`src/rtl/sap_datapath_if.sv`:
```
// rtl/sap_datapath_if.sv - control, program-port and status signals of the SAP datapath
interface sap_datapath_if;
    logic [14:0] ctrl;
    logic        prog_we;
    logic [3:0]  prog_addr;
    logic [7:0]  prog_data;
    logic [3:0]  opcode;
    logic [3:0]  pc_dbg;
    logic [7:0]  out_value;
    logic        out_valid;
    logic        bus_conflict;
    logic        flag_c;
    logic        flag_z;

    modport master (
        output ctrl, prog_we, prog_addr, prog_data,
        input  opcode, pc_dbg, out_value, out_valid, bus_conflict, flag_c, flag_z
    );

    modport slave (
        input  ctrl, prog_we, prog_addr, prog_data,
        output opcode, pc_dbg, out_value, out_valid, bus_conflict, flag_c, flag_z
    );
endinterface

```
`src/rtl/sap_datapath.sv`:
```
// rtl/sap_datapath.sv - SAP-style 8-bit datapath with shared bus; optional SAP_DP_FLAGS_EN carry/zero flags
module sap_datapath #(
    parameter string RAM_INIT_HEX = ""
) (
    input  logic         clk,
    input  logic         rst_n,
    sap_datapath_if.slave dp
);

    logic c_p, e_p, l_p, l_ma_n, l_md_n, ce_n, l_r_n, l_i_n;
    logic e_i_n, l_a_n, e_a, s_u, e_u, l_b_n, l_o_n;

    assign {c_p, e_p, l_p, l_ma_n, l_md_n, ce_n, l_r_n, l_i_n,
            e_i_n, l_a_n, e_a, s_u, e_u, l_b_n, l_o_n} = dp.ctrl;

    logic [3:0] pc;
    logic [3:0] mar;
    logic [7:0] mdr;
    logic [7:0] ir;
    logic [7:0] a;
    logic [7:0] b;
    logic [7:0] out_q;
    logic       out_valid_q;
    logic       conflict_q;
    logic [7:0] ram [16];

    logic [7:0] bus;
    logic [7:0] alu;
    logic [8:0] sum;
    logic       carry;
    logic       eu_wins;
    logic [2:0] n_drv;
    logic       multi_drive;

    // Subtraction is A + ~B + 1, so carry set means no borrow.
    assign sum   = {1'b0, a} + {1'b0, (s_u ? ~b : b)} + {8'h00, s_u};
    assign alu   = sum[7:0];
    assign carry = sum[8];

    always_comb begin
        bus     = 8'h00;
        eu_wins = 1'b0;
        if (e_p) begin
            bus = {4'h0, pc};
        end else if (!e_i_n) begin
            bus = {4'h0, ir[3:0]};
        end else if (!ce_n) begin
            bus = ram[mar];
        end else if (e_a) begin
            bus = a;
        end else if (e_u) begin
            bus     = alu;
            eu_wins = 1'b1;
        end
    end

    assign n_drv = {2'b00, e_p} + {2'b00, ~e_i_n} + {2'b00, ~ce_n}
                 + {2'b00, e_a} + {2'b00, e_u};
    assign multi_drive = (n_drv > 3'd1);

    always_ff @(posedge clk or negedge rst_n) begin
        if (!rst_n) begin
            pc          <= 4'h0;
            mar         <= 4'h0;
            mdr         <= 8'h00;
            ir          <= 8'h00;
            a           <= 8'h00;
            b           <= 8'h00;
            out_q       <= 8'h00;
            out_valid_q <= 1'b0;
            conflict_q  <= 1'b0;
        end else begin
            if (l_p) begin
                pc <= bus[3:0];
            end else if (c_p) begin
                pc <= pc + 4'h1;
            end
            if (!l_ma_n) mar <= bus[3:0];
            if (!l_md_n) mdr <= bus;
            if (!l_i_n)  ir  <= bus;
            if (!l_a_n)  a   <= bus;
            if (!l_b_n)  b   <= bus;
            if (!l_o_n)  out_q <= bus;
            out_valid_q <= ~l_o_n;
            if (multi_drive) conflict_q <= 1'b1;
        end
    end

    // RAM is never reset; the program port overrides a same-cycle datapath store.
    always_ff @(posedge clk) begin
        if (dp.prog_we) begin
            ram[dp.prog_addr] <= dp.prog_data;
        end else if (!l_r_n) begin
            ram[mar] <= mdr;
        end
    end

`ifdef SAP_DP_FLAGS_EN
    logic flag_c_q;
    logic flag_z_q;

    always_ff @(posedge clk or negedge rst_n) begin
        if (!rst_n) begin
            flag_c_q <= 1'b0;
            flag_z_q <= 1'b0;
        end else if (!l_a_n && eu_wins) begin
            flag_c_q <= carry;
            flag_z_q <= (alu == 8'h00);
        end
    end

    assign dp.flag_c = flag_c_q;
    assign dp.flag_z = flag_z_q;
`else
    logic unused_flag_terms;
    assign unused_flag_terms = carry ^ eu_wins;
    assign dp.flag_c = 1'b0;
    assign dp.flag_z = 1'b0;
`endif

    assign dp.opcode       = ir[7:4];
    assign dp.pc_dbg       = pc;
    assign dp.out_value    = out_q;
    assign dp.out_valid    = out_valid_q;
    assign dp.bus_conflict = conflict_q;

endmodule

```
`src/flat_wrapper.sv`:
```
// flat-port wrapper written by rule: the top's interface ports become plain ports
module sap_datapath_flat 
#(
    parameter string RAM_INIT_HEX = ""
)
  (clk, rst_n, dp_ctrl, dp_prog_we, dp_prog_addr, dp_prog_data, dp_opcode, dp_pc_dbg, dp_out_value, dp_out_valid, dp_bus_conflict, dp_flag_c, dp_flag_z);
  sap_datapath_if dp_i ();
  input  logic clk;
  input  logic rst_n;
  input wire logic [$bits(dp_i.ctrl)-1:0] dp_ctrl;
  input wire logic [$bits(dp_i.prog_we)-1:0] dp_prog_we;
  input wire logic [$bits(dp_i.prog_addr)-1:0] dp_prog_addr;
  input wire logic [$bits(dp_i.prog_data)-1:0] dp_prog_data;
  output wire logic [$bits(dp_i.opcode)-1:0] dp_opcode;
  output wire logic [$bits(dp_i.pc_dbg)-1:0] dp_pc_dbg;
  output wire logic [$bits(dp_i.out_value)-1:0] dp_out_value;
  output wire logic [$bits(dp_i.out_valid)-1:0] dp_out_valid;
  output wire logic [$bits(dp_i.bus_conflict)-1:0] dp_bus_conflict;
  output wire logic [$bits(dp_i.flag_c)-1:0] dp_flag_c;
  output wire logic [$bits(dp_i.flag_z)-1:0] dp_flag_z;
  assign dp_i.ctrl = dp_ctrl;
  assign dp_i.prog_we = dp_prog_we;
  assign dp_i.prog_addr = dp_prog_addr;
  assign dp_i.prog_data = dp_prog_data;
  assign dp_opcode = dp_i.opcode;
  assign dp_pc_dbg = dp_i.pc_dbg;
  assign dp_out_value = dp_i.out_value;
  assign dp_out_valid = dp_i.out_valid;
  assign dp_bus_conflict = dp_i.bus_conflict;
  assign dp_flag_c = dp_i.flag_c;
  assign dp_flag_z = dp_i.flag_z;
  sap_datapath #(.RAM_INIT_HEX(RAM_INIT_HEX)) u_core (.clk(clk), .rst_n(rst_n), .dp(dp_i));
endmodule
```
`config.mk`:
```
export PLATFORM = sky130hd
export DESIGN_NAME = sap_datapath_flat
export DESIGN_NICKNAME = d
export VERILOG_FILES = /design/src/rtl/sap_datapath_if.sv /design/src/rtl/sap_datapath.sv /design/src/flat_wrapper.sv
export SDC_FILE = /design/constraint.sdc
export NUM_CORES = 1
export LEC_CHECK = 0
export CAP_MARGIN = 10
export CORE_UTILIZATION = 59
export DETAILED_ROUTE_END_ITERATION = 7
export GPL_TIMING_DRIVEN = 0
export PLACE_DENSITY = 0.79
export SLEW_MARGIN = 20
export SYNTH_ARGS = -nofsm -noshare
export SYNTH_HDL_FRONTEND = slang
export SYNTH_SLANG_ARGS = --single-unit
```
`constraint.sdc`:
```
create_clock -name clk -period 2.55 [get_ports clk]
set_clock_uncertainty 0.05 [all_clocks]
set_input_delay 0.51 -clock clk [delete_from_list [all_inputs] [get_ports clk]]
set_output_delay 0.51 -clock clk [all_outputs]
set_load 0.05 [all_outputs]
```
==> out/metrics.yaml <==
fmax_mhz: 372
synth-edff-count: 128
antenna_found_initial: 0
ys_ff_latch: 178
synth_flop_cell: "edfxtp_1"
cts_sinks: 178
core_area_um2: 13300
mostFrequentLayoutCell: "edfxtp_1"
final_nets: 692
crit_path_max_fanout: 10
relSlewSlack_pct: 26.6
grt_max_degree: 30
setup-violations-final: 46
post-route-drc-count: 0
clk_pin_slew_worst_paths_ns: 0.07
worstPathRequired_ns: 2.58
grtUsageTotal_pct: 30.5
io_pins: 50
grt_pass1_wl_um: 31100
via_count: 5479
row_count: 42
worst_setup_path_start_kind: "input port"
synth_warnings: 0
leakagePower_nw: 3.44
cts_buffers: 17
yosysTopAreaCell: "edfxtp_1"
powerDensity_nw_per_um2: 894
ys_types: 63
io_buffer_count: 43
ant_nets: 0
setup.worst_path.class: "input port to flop"
critPathCaptureType: "flop"
whs_ns: 0.371
cap_viol_max_count: 0
drv_slew: 0
first_iter_violations: 661
area.growth.synth_to_final_pct: 18.9
outcome: "finished, violations left"
violations: "setup timing"
ir_worst_vdd_mv: 0.956
cts_root_buffer: "clkbuf_16"
grt_pass1_vias: 5473
cts_buffer_depth: 2
synth_top_area_share_pct: 47.6
routed_wl_um: 20500
diodes: 0
placed_cell_area_um2: 8750
post-route-min-period_ns: 2.69
rsz0062_at_grt: "true"
wl_per_cell_um: 24.4
syn_area_um2: 8070
stdcell_area_um2: 9590
h-tree-depth: 4
dp_hpwl_um: 13400
syn_inst: 582
arrival_ns: 2.71
synthArstFlopShare_pct: 28.1
die_w_um: 119
cts_tree: "built"
place_congestion: 0.942
final_util_pct: 72.1
start_util_pct: 60.7
viasPerCell: 6.52
hold_viol: 0
final_cell_mix: "edfxtp_1 (128), dfrtp_1 (48), nand2_1 (43)"
timing.final.crit_share_pct: 105
ys_seq_area_share_pct: 63.2
clock_latency_ns: 0.45
hold_path_class: "input port to flop"
worst_slew_pin_slew_ns: 1.10
grt_overflow: 0
die_y_um: 119
setup_slack_ns: -0.136
drive_gt1_share_pct: 20.9
synth_area_per_cell_um2: 13.9
dieArea_um2: 14100
ys_top_cells_by_area: "edfxtp_1 (48%), dfrtp_1 (16%), mux2_2 (4.2%)"
drtPass1Iterations: 5
## kinds of logic (layout without fill, tap and decap cells)
logic type,Yosys count,after routing,synth area share (%)
buffers and inverters,52,133,3.38
multiplexers,72,72,12.0
other,1,2,0.0465
adder cells (fa/ha/maj),11,11,1.99
AND/OR/NAND/NOR,136,136,7.83
AO/OA/AOI/OAI,122,122,10.5
flip-flops,178,178,63.2
XOR/XNOR,10,10,1.09
## critical path, cell delays in order
cell,delay (ns)
clkdlybuf4s50_1,0.46
nor2_2,0.40
clkbuf_2,0.42
a31oi_1,0.36
nor2_2,0.55
## Yosys cell counts (all sizes together), types with 4 or more instances
| cell type | count |
|---|---|
| o31ai | 7 |
| o211ai | 4 |
| buf | 20 |
| inv | 17 |
| nand2b | 6 |
| o21ai | 28 |
| edfxtp | 128 |
| nand3b | 4 |
| nor3 | 5 |
| a22oi | 4 |
| xor2 | 7 |
| nor2b | 10 |
| mux2 | 30 |
| nand3 | 6 |
| dfrtp | 50 |
| a21oi | 17 |
| nand2 | 43 |
| o31a | 6 |
| nor3b | 4 |
| ha | 8 |
| and3 | 4 |
| mux2i | 26 |
| nor2 | 46 |
| mux4 | 16 |
| a31oi | 21 |
| clkbuf | 13 |
## path summary, 6_finish.rpt
check,start,slack (ns),cells past startpoint,endpoint
max reg2reg,u_core.mar[1]$_DFFE_PN0N_,-0.09,6,u_core.ram[3][5]$_DFFE_PP_
max,dp_ctrl[8],-0.14,5,u_core.ram[3][5]$_DFFE_PP_
min in group asynchronous,rst_n,0.53,2,u_core.a[6]$_DFFE_PN0N_
min reg2reg,u_core.dp.bus_conflict$_DFFE_PN0N_,0.43,1,u_core.dp.bus_conflict$_DFFE_PN0N_
max in group asynchronous,rst_n,1.37,3,u_core.mar[2]$_DFFE_PN0N_
min,dp_ctrl[12],0.37,3,u_core.dp.pc_dbg[1]$_DFFE_PN0P_
## layout make-up
cell class | instances | area (um2)
plain buffers | 33 | 204
clock buffers | 17 | 425
clock inverters | 15 | 170
fillers | 825 | 3700
inverters | 19 | 71.3
multi-input cells | 353 | 2920
flip-flops and latches | 178 | 5100
well taps | 176 | 220
repair buffers | 49 | 488
## layer usage
layer | share of wire [%] | track usage, %
met2 | 50 | 49.9
met5 | 0 | 0
met4 | 2.6 | 13.4
met3 | 8.0 | 7.52
met1 | 39 | 38.7
## power by group
| part | total [W] | internal (W) | leakage (nW) | switching [W] |
|---|---|---|---|---|
| Clock | 0.00264 | 0.00139 | 0.285 | 0.00124 |
| Combinational | 0.00236 | 0.000900 | 1.37 | 0.00146 |
| Sequential | 0.00358 | 0.00341 | 1.78 | 0.000173 |
## per-stage QoR
step,setup WS [ns],power (W),setup TNS (ns),std cells
final,-0.136,0.00858,-2.44,840
after CTS,-0.119,0.00845,-3.19,837
after floorplan,0.0522,0.00510,0,583
after global routing,-0.199,0.00886,-6.69,840
after global placement,-0.950,0.00575,-168.65,802
after detailed placement,-1.08,0.00581,-165.92,803
## registers in the layout, summed over array words and instances (netlist names)
name / cells
u_core.b: 8
u_core.mar: 4
u_core.dp.bus_conflict: 1
u_core.ir: 8
u_core.dp.out_value: 8
u_core.dp.out_valid: 1
u_core.mdr: 8
u_core.a: 8
u_core.ram: 128
u_core.dp.pc_dbg: 4
## repair_timing
item	in CTS	in global routing
setup endpoints to repair	253	147
hold endpoints to repair	15	0
pin swaps	0	3
hold buffers	1	0
buffers inserted	1	3
resized for setup	25	29
Power figures use the tool's default switching activity.
==> patch (same flow settings) <==
The option `SAP_DP_FLAGS_EN` is turned on by a define.
--- a/src/rtl/sap_datapath.sv
+++ b/src/rtl/sap_datapath.sv
@@ -1,2 +1,4 @@
 // rtl/sap_datapath.sv - SAP-style 8-bit datapath with shared bus; optional SAP_DP_FLAGS_EN carry/zero flags
+`define SAP_DP_FLAGS_EN
+
 module sap_datapath #(
Formal check against the unedited RTL: not equivalent (Yosys sat finds a counterexample within 4 cycles, from zero or initial values and one cycle with rst_n low).
==> patch against the original RTL <==
- the run still ends with setup timing left
- worst setup slack improved by 0.076 ns
- total power increased by 0.99%
- synthesized cell count is 8.4% lower
- final area increased by 2.8%
- wire length shrank 3.3%
- sequential cell count increased by 2
- count of clock-buffer cells in the layout did not move
- core utilization grew 4.5 points
- area after synthesis fell by 1.7%
- non-clock buffer count rose by 14
- first-iteration DRC count is 26% lower
- clock power rose by 6%
- critical path type is now reg2reg
==> patch: results (changes against the original RTL) <==
Global route
The maximum number of pins on one net before global-route repair is 53 (+77%). The global-route usage over all layers is 27.5% (-3.0 points). The global-route wire length before repair was 28.1 mm (-9.6%).

Cells and area
The final standard cell area without fillers is 9860 um^2 (+2.8%). The non-clock inverter instance count of the final layout came to 11 (-8). The register area is 5150 um^2 (+0.98%). The layout multi-input combinational cell count came to 315 (-11%). The fraction of layout instances using a drive strength above 1 is 24.5% (+3.6 points). The sequential cell count is 180 (+1.1%).

The layout net count is 663 (-4.2%).

Route
The per-cell via count in the routed design is 6.45 (-1.1%). The initial DRC count was 486 (-26%).

Worst setup path
The worst path arrival time is 2.87 ns (+0.16 ns). The maximum cell stage delay along the critical path was 0.66 ns (+0.11 ns). The worst-path cell with the longest stage delay is sky130_fd_sc_hd__mux4_1. The launching element of the worst setup path is u_core.mar[0]. The setup path with the least slack is of type reg2reg. The dominant delay contributor by cell family on the critical path is multiplexers. The worst-case register-to-register setup slack came to -0.06 ns (+0.03 ns). The destination of the worst register-to-register timing path is u_core.a[4].

Floorplanning
The die extent in x is 118 um (-0.82%).

Placed design
The placed standard-cell area came to 8620 um^2 (-1.5%). The port buffer count is 47 (+9.3%). The half-perimeter wire length of the detailed placement result came to 11.9 mm (-12%). The placement-stage worst setup slack is -0.907 ns (+0.171 ns).

Run status
The flow ran to the end, but the final reports show violations. The final reports fail on setup timing.

Logic synthesis
The distinct cell type count after synthesis was 58 (-7.9%). Sorting the synthesized cells by how often they occur yields sky130_fd_sc_hd__edfxtp_1 (128), sky130_fd_sc_hd__nand2_1 (73), sky130_fd_sc_hd__dfrtp_1 (52). The fraction of the yosys area taken by sequential cells came to 64.9% (+1.7 points).

The async set or reset register ratio after synthesis is 28.9% (+0.80 points).

Power and ir drop
The sequential cell fraction of total power is 41.3% (-0.4 points). The overall power of the completed layout is 8.66 mW (+0.99%). The design internal power is 6.02 mW (+5.6%). The maximum VDD drop is 0.519 mV (-46%).

The power share of the clock group is 32.2% (+1.5 points).

Timing
The worst setup margin is -0.0600 ns (+0.0756 ns). The setup-violating endpoint count in the final report is 5 (-89%). The aggregate negative setup slack is -0.231 ns (+2.21 ns).

Worst hold path
The class of the worst hold path is in2async.
==> patch: per-layer routing <==
layer | global-route usage (%) | wire length (um) | share of wire (%) | vias to the layer above
met1 | 35.8 | 7840 | 40 | 2634
met5 | 0 | 0 | 0 | -
met3 | 6.40 | 1300 | 6.6 | 63
met4 | 12.7 | 644 | 3.3 | 0
li1 | - | - | - | 2237
met2 | 44.0 | 9990 | 51 | 257
==> patch: kinds of logic (layout without fill, tap and decap cells) <==
kind of cell               Yosys count  after routing  share of synthesized area (%)
muxes                               53             53                           13.0
buffers and inverters               38            138                           2.41
and+or+nand+nor                    135            135                           7.49
xor gates and xnor gates            12             12                           1.32
DFF                                180            180                           64.9
adders and majority gates           12             12                           2.18
AOI/OAI and AO/OA                  103            103                           8.75
==> patch: what timing repair did <==
item,CTS,global route
pin swaps,5,22
endpoints found under the setup margin,170,164
setup buffers,2,20
resized for setup,45,42
